## src/rtl/clk_div_pkg.sv

```systemverilog
// Shared types and default sizing for the clock-divider period meter.
package clk_div_pkg;

    localparam int CNT_W_DEF    = 8;
    localparam int LOCK_CNT_DEF = 2;

    typedef enum logic [1:0] {
        IDLE    = 2'd0,
        MEASURE = 2'd1,
        LOCKED  = 2'd2
    } state_t;

endpackage

```

## src/rtl/sig_edge_det.sv

```systemverilog
// Rising-edge detector for the measured square wave.
// Optional two-stage input synchroniser enabled by CLK_DIV_METER_SYNC_EN.
module sig_edge_det (
    input  logic clk,
    input  logic reset,
    input  logic sig_in,
    output logic rise
);

    logic s_src;
    logic s_d;
    logic s_dd;

`ifdef CLK_DIV_METER_SYNC_EN
    logic [1:0] sync_reg;

    // Two flops settle a possibly asynchronous input before edge detection.
    always_ff @(posedge clk or posedge reset) begin
        if (reset) begin
            sync_reg <= 2'b00;
        end else begin
            sync_reg <= {sync_reg[0], sig_in};
        end
    end

    assign s_src = sync_reg[1];
`else
    assign s_src = sig_in;
`endif

    always_ff @(posedge clk or posedge reset) begin
        if (reset) begin
            s_d  <= 1'b0;
            s_dd <= 1'b0;
        end else begin
            s_d  <= s_src;
            s_dd <= s_d;
        end
    end

    assign rise = s_d & ~s_dd;

endmodule

```

## src/rtl/clk_div_meter.sv

```systemverilog
// Measures rise-to-rise period of a slow clock-derived wave, declares lock on
// repeated equal periods and pulses timeout when edges stop.
module clk_div_meter
    import clk_div_pkg::*;
#(
    parameter int CNT_W    = CNT_W_DEF,
    parameter int LOCK_CNT = LOCK_CNT_DEF
) (
    input  logic             clk,
    input  logic             reset,
    input  logic             sig_in,
    output logic [CNT_W-1:0] period,
    output logic             period_valid,
    output logic             locked,
    output logic             timeout
);

    localparam int               M_W         = $clog2(LOCK_CNT + 1);
    localparam logic [CNT_W-1:0] CNT_MAX     = '1;
    localparam logic [CNT_W-1:0] CNT_ONE     = CNT_W'(1);
    localparam logic [M_W-1:0]   LOCK_TARGET = M_W'(LOCK_CNT);

    logic             rise;

    state_t           state_reg,   state_next;
    logic [CNT_W-1:0] cnt_reg,     cnt_next;
    logic [M_W-1:0]   match_reg,   match_next;
    logic [CNT_W-1:0] period_reg,  period_next;
    logic             valid_reg,   valid_next;
    logic             timeout_reg, timeout_next;
    logic             locked_reg,  locked_next;
    logic [M_W-1:0]   match_inc;

    sig_edge_det u_edge (
        .clk    (clk),
        .reset  (reset),
        .sig_in (sig_in),
        .rise   (rise)
    );

    assign match_inc = match_reg + M_W'(1);

    always_comb begin
        state_next   = state_reg;
        cnt_next     = cnt_reg;
        match_next   = match_reg;
        period_next  = period_reg;
        valid_next   = 1'b0;
        timeout_next = 1'b0;

        case (state_reg)
            IDLE: begin
                if (rise) begin
                    state_next = MEASURE;
                    cnt_next   = CNT_ONE;
                    match_next = '0;
                end
            end
            MEASURE, LOCKED: begin
                if (rise) begin
                    // A rise coinciding with CNT_MAX is still a valid measurement.
                    cnt_next    = CNT_ONE;
                    period_next = cnt_reg;
                    valid_next  = 1'b1;
                    if (cnt_reg == period_reg) begin
                        if (state_reg == MEASURE) begin
                            match_next = match_inc;
                            if (match_inc == LOCK_TARGET) begin
                                state_next = LOCKED;
                            end
                        end
                    end else begin
                        match_next = '0;
                        state_next = MEASURE;
                    end
                end else if (cnt_reg == CNT_MAX) begin
                    state_next   = IDLE;
                    timeout_next = 1'b1;
                    period_next  = '0;
                    match_next   = '0;
                    cnt_next     = cnt_reg + CNT_ONE;
                end else begin
                    cnt_next = cnt_reg + CNT_ONE;
                end
            end
            default: begin
                state_next = IDLE;
                cnt_next   = '0;
                match_next = '0;
            end
        endcase

        locked_next = (state_next == LOCKED);
    end

    always_ff @(posedge clk or posedge reset) begin
        if (reset) begin
            state_reg   <= IDLE;
            cnt_reg     <= '0;
            match_reg   <= '0;
            period_reg  <= '0;
            valid_reg   <= 1'b0;
            timeout_reg <= 1'b0;
            locked_reg  <= 1'b0;
        end else begin
            state_reg   <= state_next;
            cnt_reg     <= cnt_next;
            match_reg   <= match_next;
            period_reg  <= period_next;
            valid_reg   <= valid_next;
            timeout_reg <= timeout_next;
            locked_reg  <= locked_next;
        end
    end

    assign period       = period_reg;
    assign period_valid = valid_reg;
    assign locked       = locked_reg;
    assign timeout      = timeout_reg;

endmodule
```

## config.mk

```make
export PLATFORM = sky130hd
export DESIGN_NAME = clk_div_meter
export DESIGN_NICKNAME = d
export VERILOG_FILES = /design/src/rtl/clk_div_pkg.sv /design/src/rtl/sig_edge_det.sv /design/src/rtl/clk_div_meter.sv
export SDC_FILE = /design/constraint.sdc
export NUM_CORES = 1
export LEC_CHECK = 0
export ABC_AREA = 1
export CORE_UTILIZATION = 35
export DETAILED_ROUTE_END_ITERATION = 10
export PLACE_DENSITY_LB_ADDON = 0.05
export SKIP_CTS_REPAIR_TIMING = 1
export SLEW_MARGIN = 30
export SYNTH_ARGS = -nofsm -noshare
export SYNTH_HDL_FRONTEND = slang
export SYNTH_SLANG_ARGS = --single-unit
```

## constraint.sdc

```tcl
create_clock -name clk -period 1.4 [get_ports clk]
set_input_delay 0.42 -clock clk [delete_from_list [all_inputs] [get_ports clk]]
set_output_delay 0.42 -clock clk [all_outputs]
set_load 0.05 [all_outputs]
```

==> qor.txt <==
Status: finished with violations
Violated checks: setup timing
Clock Latency Late Sink: 270 ps
Setup WS post-layout: -101 ps
CP Launch Type: flip-flop
Boundary pin count: 14
Mapped Cells: 205
Fraction of the cycle the final worst path needs: 107%
Tot GR Track Use: 17.8%
Mean routed wirelength per cell: 12.6 um
Hold Crit Class: flip-flop to flip-flop
End of the worst hold path: u_edge.s_dd
Final setup fails: 16
Die width: 68.6 um
Switching power: 0.00149 W
Post-synthesis cell type count: 26
Global-route wire length before repair: 5980 um
Post-Syn Area per Cell: 7.57 um2
Top-area cell type share of the netlist area: 40.3%
Reg2reg path depth: 10
Max Clock Skew: 3.28 ps
Syn_nets: 214
Endpoint class of the critical path: flip-flop
Placed cell area: 0.00206 mm2
DRC: 0
Post-Syn Area: 0.00155 mm2
Synth cell count leaders: nand2_1 (49), inv_1 (37), dfrtp_1 (25), nor2_1 (19), nand3_1 (12)
ANT nets after route: 0
Worst min-delay path startpoint: u_edge.s_d
Most frequent cell after synthesis: nand2_1
RSZ-0062 raised after global routing: yes
Crit Path Class: flip-flop to flip-flop
Final Hold Fails: 0
Synth-to-Final Area Change: 53.7%
Crit path max fanout: 4
Crit Reg-Reg Startpoint: state_reg[0]
Clock share of power: 12.5%
Gpl congestion: 0.799
Pins over their slew limit: 0
Post-DR vias/cell: 4.67
Hold Crit Depth: 0
GRT overflow: 0
Max Cap Violations: 0
Relative slew slack: 80.4%
Worst Path Required: 1600 ps
Post-route minimum period: 1500 ps
Fin area: 0.00238 mm2
Ys async rst share: 100%
Sequential share of the synthesized area: 40.3%
Initial antenna violation count: 0
Switching Fraction: 41.7%
Total CTS buffers: 3
Vias: 1435
Clock Sinks: 25
Final HPWL DP: 2800 um
Clock tree buffer depth: 2
Power per Cell Area: 1500 mW/mm2
Root buf cell: clkbuf_8
Post-synth EDFFs: 0
Reg power frac: 26.9%
Crit Reg-Reg Endpoint: cnt_reg[4]
R2r setup slk: -100 ps
Die Area: 0.00470 mm2
Post-Place Setup Slack: -137 ps
Yosys warning count: 0
Post-synthesis register bit count: 25
CTS tree: yes
Fill cell count: 378
Port Buffers: 13
Diode count: 0
Initial Utilization: 37.7%
Worst Path Arrival: 1710 ps
Pleak: 1.18 nW
Clock slew at reported path FFs: 90 ps
Vias in the first global route: 1313
Fin nets: 267
H-tree levels: 1
Largest net degree at the start of global routing: 26
Std cell rows: 23
Initial DRC Count: 44
Max Fclk: 666 MHz
Core Region: 0.00412 mm2
Layout cell share with drive strength beyond 1: 48.6%
Die height: 68.6 um
Initial DRT Pass Iterations: 4
Cell taking the most area after synthesis: dfrtp_1
Worst-margin pin slew: 293 ps
Total Wirelength: 3860 um
Part of the power in combinational logic: 60.7%
Worst VDD drop: 1.05 mV
Internal: 0.00208 W
Ys flop type: dfrtp_1
Top post-synthesis cells by area: dfrtp_1 (40%), nand2_1 (12%), inv_1 (9.0%)
worst max path at each step:
stage,startpoint,end,slack [ps],cells after the start
2_1_floorplan,state_reg[0],cnt_reg[4],-20,10
3_3_place_gp,state_reg[0],cnt_reg[4],-50,10
3_5_place_dp,state_reg[0],cnt_reg[4],-140,10
4_1_cts,state_reg[0],cnt_reg[4],-160,10
5_1_grt,state_reg[0],cnt_reg[4],-220,10
6_report,state_reg[0],cnt_reg[4],-100,10
worst max-delay path: stages, from the launching register on:
cell and delay (ps):
dfrtp_1 410, inv_2 70, ha_4 280, inv_6 40
nor2_4 80, inv_2 50, nor2_4 100, inv_2 80
o21ai_4 150, a21oi_1 60, a21oi_1 110
layer usage:
layer	GRT usage [%]	wire length, um	vias to the layer above	part of all wire [%]
met1	25.6	1940	677	50
li1	-	-	738	-
met3	2.63	66	5	1.7
met5	0	0	-	0
met4	6.25	46	0	1.2
met2	27.0	1810	15	47
through the flow:
step                total power [W]  setup TNS (ps)  util [%]  hold slack, ps  cells
CTS                         0.00318           -1060      51.2             446    293
global placement            0.00272            -236      50.1             418    289
floorplan                   0.00202           -34.5         -             410    205
finish                      0.00357            -601      58.0             440    307
detailed placement          0.00272            -762      50.1             425    289
global route                0.00381           -1970      58.0             461    307
cell usage in the layout, fill, tap and decap left out, types with 4 or more instances in the layout:
cell type	count
buf_12	14
nor2_4	5
nor2_2	5
inv_2	15
buf_6	6
nand2_2	16
dfrtp_1	15
a21oi_1	6
o21ai_1	4
o22ai_2	7
ha_1	4
inv_1	26
dfrtp_2	10
nor2_1	17
buf_4	26
nand2_1	38
nand3_1	12
cell type report:
cell class / count / area (um2) / share of cell area (%)
inverters: 43 / 169 / 7.08
flip-flops and latches: 25 / 638 / 26.8
multi-input cells: 137 / 907 / 38.0
well taps: 50 / 62.6 / 2.62
clock buffers: 4 / 45.0 / 1.89
repair buffers: 48 / 563 / 23.6
logic make-up after synthesis:
| kind of cell | after synthesis | share of synthesized area (%) |
|---|---|---|
| simple gates | 101 | 31.5 |
| xor+xnor | 2 | 1.13 |
| compound gates | 28 | 11.7 |
| buf+inv | 43 | 10.6 |
| flops | 25 | 40.3 |
| fa+ha+maj | 6 | 4.84 |
power by group through the flow:
stage | clock network (W) | registers, W | logic, W
6_report | 0.000446 | 0.000960 | 0.00217
5_1_grt | 0.000487 | 0.000970 | 0.00235
4_1_cts | 0.000457 | 0.000952 | 0.00177
3_5_place_dp | 0 | 0.000964 | 0.00176
3_3_place_gp | 0 | 0.000959 | 0.00176
2_1_floorplan | 0 | 0.00108 | 0.000933
No activity file was read; power rests on OpenSTA's default activity.
